<file path="config.mk">
export PLATFORM = sky130hd
export DESIGN_NAME = tile_select_arbiter
export DESIGN_NICKNAME = d
export VERILOG_FILES = /design/src/rtl/tile_select_arbiter.sv
export SDC_FILE = /design/constraint.sdc
export NUM_CORES = 1
export LEC_CHECK = 0
export CAP_MARGIN = 10
export CORE_ASPECT_RATIO = 1.75
export CORE_UTILIZATION = 50
export CTS_CLUSTER_SIZE = 28
export DETAILED_ROUTE_END_ITERATION = 10
export PLACE_DENSITY = 0.75
export SYNTH_ARGS = -nofsm -noshare
export SYNTH_HDL_FRONTEND = slang
export SYNTH_SLANG_ARGS = --single-unit
</file>
<file path="constraint.sdc">
create_clock -name CLOCK_50 -period 5.43 [get_ports CLOCK_50]
set_input_delay 1.086 -clock CLOCK_50 [delete_from_list [all_inputs] [get_ports CLOCK_50]]
set_output_delay 1.086 -clock CLOCK_50 [all_outputs]
set_load 0.05 [all_outputs]
</file>
<file path="src/rtl/tile_select_arbiter.sv">
// Debounces the tile switches, latches each press as a pending tile request, and
// offers pending, unmatched tiles round-robin to the game FSM over valid/ready.
module tile_select_arbiter #(
  parameter int N_TILES         = 10,
  parameter int IDX_W           = 4,
  parameter int DEBOUNCE_CYCLES = 16
) (
  input  logic               CLOCK_50,
  input  logic               userquit,
  input  logic [N_TILES-1:0] SW,
  input  logic [N_TILES-1:0] matched_mask,
  input  logic               enable,
  input  logic               sel_ready,
  output logic               sel_valid,
  output logic [IDX_W-1:0]   sel_idx,
  output logic [N_TILES-1:0] pending,
  output logic [N_TILES-1:0] sw_db
);

  localparam int CNT_W = (DEBOUNCE_CYCLES > 1) ? $clog2(DEBOUNCE_CYCLES) : 1;
  localparam logic [CNT_W-1:0] CNT_MAX  = CNT_W'(DEBOUNCE_CYCLES - 1);
  localparam logic [IDX_W:0]   N_EXT    = (IDX_W + 1)'(N_TILES);
  localparam logic [IDX_W-1:0] LAST_IDX = IDX_W'(N_TILES - 1);

  typedef enum logic {IDLE, OFFER} state_t;

  state_t             state, state_n;
  logic [N_TILES-1:0] sync_meta, sync_q;
  logic [N_TILES-1:0] sw_db_d;
  logic [CNT_W-1:0]   db_cnt [N_TILES];
  logic [IDX_W-1:0]   rr_ptr, rr_ptr_n, sel_idx_n, pick_idx;
  logic [N_TILES-1:0] pending_n, avail, press;
  logic               pick_found, handshake;

  // NOTE: sequential state is written with non-blocking (<=) so every flop samples
  // pre-edge values; blocking (=) here would make results depend on block order.
  always_ff @(posedge CLOCK_50 or posedge userquit) begin
    if (userquit) begin
      sync_meta <= '0;
      sync_q    <= '0;
    end else begin
      sync_meta <= SW;
      sync_q    <= sync_meta;
    end
  end

  // NOTE: the per-bit counter array is small and must start from zero for the
  // debounce latency to hold, so it is reset like any other register.
  always_ff @(posedge CLOCK_50 or posedge userquit) begin
    if (userquit) begin
      for (int i = 0; i < N_TILES; i++) db_cnt[i] <= '0;
      sw_db   <= '0;
      sw_db_d <= '0;
    end else begin
      sw_db_d <= sw_db;
      for (int i = 0; i < N_TILES; i++) begin
        if (sync_q[i] == sw_db[i]) begin
          db_cnt[i] <= '0;
        end else if (db_cnt[i] == CNT_MAX) begin
          sw_db[i]  <= sync_q[i];
          db_cnt[i] <= '0;
        end else begin
          db_cnt[i] <= db_cnt[i] + 1'b1;
        end
      end
    end
  end

  assign press     = sw_db & ~sw_db_d;
  assign avail     = pending & ~matched_mask;
  assign sel_valid = (state == OFFER);

  // NOTE: every variable driven here gets a default first so no path leaves it
  // unassigned, which would otherwise infer a latch.
  always_comb begin
    logic [IDX_W:0] cand;
    pick_found = 1'b0;
    pick_idx   = '0;
    cand       = '0;
    for (int k = 0; k < N_TILES; k++) begin
      cand = {1'b0, rr_ptr} + (IDX_W + 1)'(k);
      if (cand >= N_EXT) cand = cand - N_EXT;
      if (!pick_found && avail[cand[IDX_W-1:0]]) begin
        pick_found = 1'b1;
        pick_idx   = cand[IDX_W-1:0];
      end
    end
  end

  always_comb begin
    state_n   = state;
    sel_idx_n = sel_idx;
    rr_ptr_n  = rr_ptr;
    handshake = 1'b0;
    case (state)
      IDLE: begin
        if (enable && pick_found) begin
          state_n   = OFFER;
          sel_idx_n = pick_idx;
        end
      end
      OFFER: begin
        // Withdrawal beats a same-cycle ready so a matched tile is never granted.
        if (!enable || matched_mask[sel_idx]) begin
          state_n = IDLE;
        end else if (sel_ready) begin
          handshake = 1'b1;
          state_n   = IDLE;
          rr_ptr_n  = (sel_idx == LAST_IDX) ? '0 : sel_idx + 1'b1;
        end
      end
      default: state_n = IDLE;
    endcase

    pending_n = pending & ~matched_mask;
    if (handshake) pending_n[sel_idx] = 1'b0;
    pending_n = pending_n | (press & ~matched_mask);
  end

  always_ff @(posedge CLOCK_50 or posedge userquit) begin
    if (userquit) begin
      state   <= IDLE;
      sel_idx <= '0;
      rr_ptr  <= '0;
      pending <= '0;
    end else begin
      state   <= state_n;
      sel_idx <= sel_idx_n;
      rr_ptr  <= rr_ptr_n;
      pending <= pending_n;
    end
  end

endmodule

</file>
# --- Word-level counts from Yosys, hierarchy flattened ---
# Cells that the tools add are included.
op_classes:
  muxes: 83
  eq_ne: 21
  n_reduce_logical: 34
  bitwise_logic: 20
  order_cmp: 22
  n_addsub: 30
ops:
  columns: ["op", "n"]
  rows:
  - ["$mux W4", 41]
  - ["$lt A4 B5 Y1 const B", 11]
  - ["$ge A5 B4 Y1 const B", 9]
  - ["$add A4 B1 Y4 const B", 11]
  - ["$bmux W1 S4", 11]
  - ["$eq A4 B4 Y1 const B", 11]
  - ["$and A10 B10 Y10", 4]
  - ["$sub A4 B4 Y4 const B", 10]
  - ["$not A10 Y10", 3]
  - ["$mux W1", 28]
  - ["$reduce_and A2 Y1", 11]
  - ["$add A4 B3 Y5 const B", 4]
  - ["$not A1 Y1", 12]
  - ["$logic_and A1 B1 Y1", 11]
  - ["$add A4 B2 Y5 const B", 2]
  - ["$add A4 B4 Y5 const B", 2]
  - ["$eq A1 B1 Y1", 10]
  - ["$logic_not A1 Y1", 10]
  - ["$mux W10", 1]
  - ["$or A10 B10 Y10", 1]
  - ["$add A4 B1 Y5 const B", 1]
  - ["$demux W1 S4", 1]
  - ["$ge A4 B1 Y1 const B", 1]
  - ["$ge A4 B4 Y1 const B", 1]
  - ["3 further kinds", 3]
totals:
  regBits: 99
  output_inout_bits: 25
  inputBits: 24
  word_cells: 237

# --- Longest topological paths before layout ---
# Gate-level depths: netlist (run 1).
logic_depth:
  depth_word: 35
  ltp_mapped: 18
  mapped_depth_nobuf: 14

# --- Worst setup path after synthesis (run 1) ---
# No wires, ideal clock.
synth_timing:
  path_kind: "register -> register"
  start: "register rr_ptr[1]"
  end: "register sel_idx[1]"
  setup_ns: 0.138
  synth_period_minus_slack_ns: 4.335
  path_stages_with_launch: 17
  arrival_ns: 4.198
  n_path_buf: 3
  setup_slack_ns: 1.095
  required_ns: 5.292
  cell_sequence: "dfrtp_1 > clkbuf_1 > inv_2 > ha_1 > inv_1 > clkbuf_8 > ha_1 > clkdlybuf4s50_1 > mux4_1 > o22ai_1 > o22ai_1 > a21oi_1 > nand4_1 > nor3_2 > a31o_4 > mux2i_1 > o211ai_1"
synth_via:
  elab_chain_len: 34
  word_cells_on_any_way: 99
  classes_between: "add/sub: 19; order compare: 10; mux: 50; reduce/logical: 20"
synth_lines:
  columns: ["item", "line_no", "rtl"]
  rows:
  - ["start, declared", "31", "logic [IDX_W-1:0] rr_ptr, rr_ptr_n, sel_idx_n, pick_idx;"]
  - ["start signal, assigned", "129", "rr_ptr <= rr_ptr_n;"]
  - ["parallel branches: the longest is 34 deep, another holds $add A4 B1 Y5", null, null]
  - ["end signal, assigned", "128", "sel_idx <= sel_idx_n;"]
  - ["end, declared", "15", "output logic [IDX_W-1:0] sel_idx,"]
# Parallel ways; which one is timed is not known. The select of a mux whose other input is x is not followed.
# A chain may end at the register's enable or synchronous reset.

# --- Final worst setup path (run 1) ---
layout_timing:
  start: "register rr_ptr[1]"
  end: "register sel_idx[2]"
# Same word-level chain as after synthesis.

==> qor.yml, run 1 <==
die:
  die_x_um: 88.8
  fp.dieH_um: 154
  start_util_pct: 51.3
  core_area_um2: 12900
  die_area_um2: 13700
  ios: 49
  core.rowCount: 55
placement:
  io_buffer_count: 48
  hpwl_um: 13600
  pre_cts_ws_ns: 0.886
  placedCellCount: 864
  gp_congestion: 0.982
run_status:
  status: "completed"
cts:
  clock-root-buffer: "clkbuf_16"
  clk_pin_slew_ns: 0.07
  cts_buffers: 9
  cts_tree: "built"
  clockBufferDepth: 2
  post_cts_buffers: 0
  clkSinkCount: 99
  cts_resized: 0
  htree_num_levels: 3
  holdBufCountCts: 0
  clk_latency_ns: 0.34
power:
  p_per_area_nw_per_um2: 604
  peakVddDrop_v: 0.000299
  power.leakage_nw: 3.14
logic_synthesis:
  yosysWarnings: 0
  netlist_top_cells_area: "dfrtp_1, ha_1, mux2i_1"
  synth-edff-count: 0
  ys_seq_area_share_pct: 37.5
  yosys.area.top_type: "dfrtp_1"
  synth_cell_types: 93
  ys_ff_latch: 99
  synth_area_um2: 6600
  synth.top_cell.area_share_pct: 37.5
  syn_avg_cell_area_um2: 10.1
  synthesis.nets: 712
  synth_most_common_cell: "dfrtp_1"
  synthTopCellsByCount: "dfrtp_1, a21oi_1, nor2_1, nand2_1, o21ai_0"
  synth-async-reset-ratio_pct: 100
  netlist_instances: 655
  synth_ff_type: "dfrtp_1"
run:
  drv_cap: 0
grt:
  grt_pass1_wl_um: 27800
  overflow: 0
  grt_antenna_before_repair: 0
  grt_pass1_vias: 5545
  grt.total_usage_pct: 27.1
  grt_max_degree: 61
timing:
  min_period_ns: 4.64
  setup_viol: 0
  min_period_over_period_pct: 85.4
  finalHoldViolations: 0
  slew_violations: 0
  tightest_slew_ns: 0.817
  setup_ws_ns: 0.791
  finalSetupTns_ns: 0
  rsz0062_at_grt: "no"
  clock_skew_ns: 0.00664
  maxSlewHeadroom_pct: 45.5
  fmax_mhz: 216
worst_setup_path:
  cp_slowest_cell: "a211oi_1"
  slowest_delay_ns: 0.52
  critical_path_required_ns: 5.66
  critical-path-top-delay-family: "compound AO/OA/AOI/OAI gates"
  critPathMaxFanout: 15
  cp-start-kind: "flop"
  cp.arrival_ns: 4.87
  cp_num_buf_inv: 2
  worstPathCellList: "inv_2, ha_1, inv_1, ha_1, a21oi_1, a311oi_2, nand3_1, a211oi_1, a21oi_1, or3_1, or3_4, nor2_1, nor2_1, a22o_1"
  end_kind: "flop"
  path_class: "flop to flop"
  regToRegStartpoint: "rr_ptr[1]"
  cp-startpoint: "rr_ptr[1]"
cells_and_area:
  nets: 761
  multiInputGateArea_um2: 3840
  area_delta_synth_final_pct: 13.6
  drive_gt1_share_pct: 11.4
  layoutNonFillerInstCount: 879
  antennaDiodeCount: 0
  register_area_um2: 2480
  fillCellCount: 1130
  post-route-util_pct: 58.2
route:
  drcViolationCount: 0
  drt_iter0_markers: 274
  wl_per_cell_um: 20.0
  num_vias: 5334
  dr.pass1.iters: 5
  final_antenna_net_count: 0
  wl_um: 17500
  routed_via_density: 6.07
worst_hold_path:
  hold_class: "flop to flop"
  worstHoldStart: "sync_meta[0]"
placed cells by master, fill, tap and decap left out, types with 11 or more instances in the layout:
master,count
ha_1,32
xnor2_1,32
nor2b_1,23
nor2_1,38
mux2_2,22
nand2b_1,21
dfrtp_1,99
clkdlybuf4s50_1,48
o21ai_0,35
nor3b_1,13
nand3_1,18
nand4b_1,11
mux2i_1,30
inv_1,27
nand2_1,37
a21oi_1,55
worst reg2reg max path, stage by stage (launching register included):
cell and delay, ns:
dfrtp_1 0.39, inv_2 0.25, ha_1 0.50, inv_1 0.38
ha_1 0.40, a21oi_1 0.09, a311oi_2 0.50, nand3_1 0.15
a211oi_1 0.52, a21oi_1 0.20, or3_1 0.41, or3_4 0.35
nor2_1 0.13, nor2_1 0.06, a22o_1 0.19
registers in the layout, indices dropped and copies added (netlist names):
name,cells
sw_db_d,10
rr_ptr,4
db_cnt,40
sync_q,10
sel_valid,1
sw_db,10
sync_meta,10
sel_idx,4
pending,10
power breakdown:
part | leakage (nW) | total, mW | switching, mW | internal, mW
Combinational | 1.70 | 3.01 | 1.89 | 1.12
Clock | 0.145 | 0.634 | 0.265 | 0.369
Sequential | 1.29 | 0.880 | 0.0827 | 0.797
metrics by stage:
stage	power (mW)	hold slack [ns]	cell area (µm²)
3_3_place_gp	3.82	0.335	7200
3_5_place_dp	3.86	0.336	7200
5_1_grt	4.77	0.361	7500
4_1_cts	4.50	0.352	7500
6_report	4.53	0.348	7500
2_1_floorplan	3.13	0.331	6600
cell families (layout without fill, tap and decap cells):
logic type / Yosys count / count (layout) / synth area share (%)
AOI/OAI and AO/OA: 168 / 168 / 16.9
adders and majority gates: 33 / 33 / 6.37
and+or+nand+nor: 208 / 208 / 18.2
xor gates and xnor gates: 36 / 36 / 5.18
DFF: 99 / 99 / 37.5
buffers and inverters: 50 / 103 / 4.30
muxes: 61 / 61 / 11.5
per-layer routing:
layer	track usage, %	up-vias	routed length, µm
li1	-	2494	-
met5	0	-	0
met3	3.11	50	549
met4	16.7	0	1090
met2	48.9	141	9430
met1	29.0	2649	6480
cell type report:
class | instances | share of cell area (%)
clock buffers | 10 | 3.19
clock inverters | 5 | 0.801
inverters | 31 | 1.62
multi-input cells | 506 | 51.2
flip-flops and latches | 99 | 33.0
well taps | 171 | 2.85
repair buffers | 57 | 7.31
final timing paths:
check                               end  slack (ns)  cells past startpoint
setup / recovery             sel_idx[2]        0.79                     14
min in group asynchronous    pending[3]        1.22                      2
hold / removal                sync_q[0]        0.35                      0
setup reg to reg             sel_idx[2]        0.79                     14
hold reg to reg               sync_q[0]        0.35                      0
max in group asynchronous  sync_meta[4]        3.27                      3
No activity file was read; power rests on OpenSTA's default activity.
==> run 2, diff against run 1 <==
CAP_MARGIN = unset   (was 10)
DONT_BUFFER_PORTS = 1   (was unset)
PLACE_DENSITY = 0.7   (was 0.75)
==> qor.yml, run 2 (same netlist as run 1, synthesis figures left out) <==
grt:
  overflow: 0
  grt.total_usage_pct: 27.7
  grt_pass1_vias: 5424
  grt_antenna_before_repair: 0
  grt_pass1_wl_um: 28000
  grt_max_degree: 61
placement:
  placedCellCount: 819
  io_buffer_count: 0
  hpwl_um: 13600
  gp_congestion: 1.00
timing:
  finalSetupTns_ns: 0
  clock_skew_ns: 0.00516
  maxSlewHeadroom_pct: 36.6
  fmax_mhz: 227
  rsz0062_at_grt: "no"
  finalHoldViolations: 0
  min_period_ns: 4.41
  min_period_over_period_pct: 81.2
  tightest_slew_ns: 0.924
  slew_violations: 0
  setup_viol: 0
power:
  peakVddDrop_v: 0.000353
  p_per_area_nw_per_um2: 639
  power.leakage_nw: 2.97
  total_power_mw: 4.49
worst_setup_path:
  cp.arrival_ns: 4.61
  worstPathCellList: "buf_4, ha_1, xor2_4, inv_2, ha_1, mux4_1, o22ai_1, o22ai_1, a21oi_1, nand4_1, nor3_2, a31o_4, mux2i_1, o211ai_1"
  path_class: "flop to flop"
  critical_path_required_ns: 5.63
  cp_num_buf_inv: 2
  cp_slowest_cell: "a21oi_1"
  slowest_delay_ns: 0.46
  end_kind: "flop"
  critPathMaxFanout: 30
  cp-start-kind: "flop"
  critical-path-top-delay-family: "compound AO/OA/AOI/OAI gates"
cts:
  clockBufferDepth: 2
  clk_latency_ns: 0.34
  cts_resized: 0
  clock-root-buffer: "clkbuf_16"
  cts_buffers: 9
  clkSinkCount: 99
  clk_pin_slew_ns: 0.07
  cts_tree: "built"
  holdBufCountCts: 0
  post_cts_buffers: 0
  htree_num_levels: 3
route:
  final_antenna_net_count: 0
  drcViolationCount: 0
  num_vias: 5189
  wl_per_cell_um: 21.2
  dr.pass1.iters: 5
  wl_um: 17700
  routed_via_density: 6.23
  drt_iter0_markers: 240
die:
  die_x_um: 88.8
  die_area_um2: 13700
  core_area_um2: 12900
  core.rowCount: 55
  start_util_pct: 51.3
  ios: 49
  fp.dieH_um: 154
cells_and_area:
  mostFrequentLayoutCells: "dfrtp_1, a21oi_1, nor2_1"
  largest_reg_flops: 40
  regMostFlops: "db_cnt"
  antennaDiodeCount: 0
  post-route-util_pct: 54.6
  fillCellCount: 1195
  nets: 716
  final_common_cell: "dfrtp_1"
  drive_gt1_share_pct: 12.5
  area_delta_synth_final_pct: 6.50
  layoutNonFillerInstCount: 833
run:
  drv_cap: 0
run_status:
  status: "completed"
worst_hold_path:
  hold_class: "flop to flop"
run 2: cell count changes in the layout (fill, tap and decap cells not counted):
cell,delta
clkdlybuf4s50_1,-48
buf_4,+3
clkbuf_8,-1
clkinv_2,-1
clkinvlp_4,+1
run 2: routing by layer:
metal	part of all wire, %	GRT usage [%]	vias to the layer above
met5	0	0	-
met4	6.4	18.4	0
met3	5.5	6.55	56
met2	53	48.7	159
met1	35	28.1	2557
li1	-	-	2417
run 2: layout make-up:
| type | count | area [µm²] | share of cell area [%] |
|---|---|---|---|
| multi-input cells | 506 | 3840 | 54.6 |
| flip-flops and latches | 99 | 2480 | 35.3 |
| clock buffers | 9 | 225 | 3.21 |
| well taps | 171 | 214 | 3.04 |
| inverters | 31 | 121 | 1.73 |
| repair buffers | 12 | 90.1 | 1.28 |
| clock inverters | 5 | 62.6 | 0.890 |
run 2: worst register-to-register path, stage by stage, from the launching register on:
cell	delay, ns
dfrtp_1	0.39
buf_4	0.36
ha_1	0.35
xor2_4	0.27
inv_2	0.14
ha_1	0.45
mux4_1	0.37
o22ai_1	0.17
o22ai_1	0.14
a21oi_1	0.46
nand4_1	0.27
nor3_2	0.35
a31o_4	0.25
mux2i_1	0.20
o211ai_1	0.12
run 2: path summary, 6_finish.rpt:
check	slack [ns]	from	cells past startpoint	end
max in group asynchronous	3.68	userquit	2	sw_db[6]
min reg2reg	0.35	sync_meta[9]	0	sync_q[9]
min	0.35	sync_meta[9]	0	sync_q[9]
min in group asynchronous	0.64	userquit	1	pending[9]
max reg2reg	1.02	rr_ptr[0]	14	sel_idx[1]
max	1.02	rr_ptr[0]	14	sel_idx[1]
run 2: power breakdown:
group          total, mW  internal (mW)  switching, mW
sequential         0.878          0.796         0.0819
combinational       2.99           1.10           1.89
clock              0.624          0.355          0.269
total               4.49           2.25           2.24
run 2: through the flow:
step | area, µm² | hold slack (ns) | setup slack, ns
detailed placement | 6740 | 0.335 | 1.07
finish | 7030 | 0.349 | 1.02
global placement | 6740 | 0.335 | 1.26
floorplan | 6600 | 0.331 | 1.09
CTS | 7030 | 0.350 | 1.03
global route | 7030 | 0.355 | 0.666
==> run 3, diff against run 2 <==
clock period = 4.1 ns   (was 5.43 ns; I/O delays follow)
==> qor.yml, run 3 (same netlist as run 1, synthesis figures left out) <==
power:
  power.share.switching_pct: 50.2
  power.leakage_nw: 3.07
  peakVddDrop_v: 0.000392
  p_per_area_nw_per_um2: 870
  total_power_mw: 6.24
  p_int_mw: 3.11
  pwr-share-clk_pct: 13.6
  switching_power_mw: 3.13
  pwr-share-comb_pct: 67.3
  p_seq_share_pct: 19.1
worst_hold_path:
  hold_class: "flop to flop"
cells_and_area:
  area_delta_synth_final_pct: 8.82
  nets: 733
  mostFrequentLayoutCells: "dfrtp_1, a21oi_1, nor2_1"
  final_common_cell: "dfrtp_1"
  register_area_um2: 2480
  antennaDiodeCount: 0
  layoutNonFillerInstCount: 852
  fillCellCount: 1148
  drive_gt1_share_pct: 15.1
  largest_reg_flops: 40
  regMostFlops: "db_cnt"
  post-route-util_pct: 55.8
  multiInputGateArea_um2: 3840
cts:
  htree_num_levels: 3
  cts_buffers: 9
  clock-root-buffer: "clkbuf_16"
  holdBufCountCts: 0
  cts_resized: 0
  clk_latency_ns: 0.34
  clkSinkCount: 99
  clk_pin_slew_ns: 0.07
  cts_tree: "built"
  post_cts_buffers: 0
  clockBufferDepth: 2
worst_setup_path:
  slowest_delay_ns: 0.47
  critical_path_required_ns: 4.31
  cp_slowest_cell: "a211oi_1"
  path_class: "flop to flop"
  cp-start-kind: "flop"
  rrSetupSlack_ns: 0.27
  end_kind: "flop"
  cp.arrival_ns: 4.04
  worstPathCellList: "inv_2, buf_4, ha_1, inv_1, fa_1, and2_1, a211oi_1, nor3_1, o2bb2ai_1, a31oi_1, nand4bb_2, nor3_2, a31o_4, mux2i_1, o211ai_1"
  critPathMaxFanout: 12
die:
  core.rowCount: 55
  die_area_um2: 13700
  die_x_um: 88.8
  ios: 49
  core_area_um2: 12900
  fp.dieH_um: 154
  start_util_pct: 51.3
grt:
  grt_max_degree: 73
  grt_antenna_before_repair: 0
  grt_pass1_wl_um: 28600
  grt.total_usage_pct: 28.1
  grt_pass1_vias: 5486
  overflow: 0
timing:
  tightest_slew_ns: 1.03
  maxSlewHeadroom_pct: 31.3
  min_period_over_period_pct: 93.4
  clock_skew_ns: 0.00867
  finalHoldViolations: 0
  rsz0062_at_grt: "no"
  min_period_ns: 3.83
  finalSetupTns_ns: 0
  slew_violations: 0
  setup_viol: 0
  fmax_mhz: 261
run_status:
  status: "completed"
route:
  drt_iter0_markers: 325
  routed_via_density: 6.26
  dr.pass1.iters: 5
  drcViolationCount: 0
  wl_um: 18000
  num_vias: 5330
  wl_per_cell_um: 21.2
  final_antenna_net_count: 0
placement:
  placedCellCount: 836
  gp_congestion: 1.07
  hpwl_um: 14100
  io_buffer_count: 0
run:
  drv_cap: 0
run 3: cell count changes in the layout (fill, tap and decap cells not counted), sizes merged:
cell	change
clkinv	+3
buf	+17
clkinvlp	-2
clkbuf	+1
bufinv	-1
inv	+1
run 3: power groups by stage:
stage	registers, mW	clock network [mW]	logic (mW)
floorplan	1.22	0	2.94
global placement	1.20	0	4.00
detailed placement	1.21	0	4.04
CTS	1.19	0.867	4.07
global route	1.20	0.901	4.48
finish	1.19	0.852	4.20
run 3: final cells by class:
cell class	count	area share, %
Clock buffer	10	3.33
Tap cell	171	2.98
Multi-Input combinational cell	506	53.5
Clock inverter	6	0.976
Inverter	31	1.69
Timing Repair Buffer	29	3.03
Sequential cell	99	34.5
run 3: metal layers:
metal,wire length (µm),GRT usage [%],vias to the layer above
li1,-,-,2443
met1,6300,28.5,2638
met2,9410,49.2,180
met3,998,6.92,69
met5,0,0,-
met4,1320,19.0,0
run 3: path summary, 6_finish.rpt:
check                        startpoint    endpoint  depth (start not counted)
max                           rr_ptr[1]  sel_idx[1]                         15
min                        sync_meta[6]   sync_q[6]                          0
max reg2reg                   rr_ptr[1]  sel_idx[1]                         15
min reg2reg                sync_meta[6]   sync_q[6]                          0
max in group asynchronous      userquit  db_cnt[29]                          2
min in group asynchronous      userquit  pending[5]                          1
run 3: worst max-delay path, delay by kind of cell, from the launching register on:
family / cells / cell delay [ns]
simple gates: 4 / 0.83
flops: 1 / 0.45
mux: 1 / 0.21
fa+ha+maj: 2 / 0.60
buf+inv: 3 / 0.35
compound gates: 5 / 1.27
run 3: stage by stage:
step / setup slack (ns) / hold WS, ns / cell area (µm²)
floorplan: 0.0200 / 0.331 / 6600
global placement: 0.467 / 0.332 / 6870
detailed placement: 0.350 / 0.337 / 6870
CTS: 0.321 / 0.354 / 7180
global route: 0.0493 / 0.356 / 7180
finish: 0.269 / 0.352 / 7180
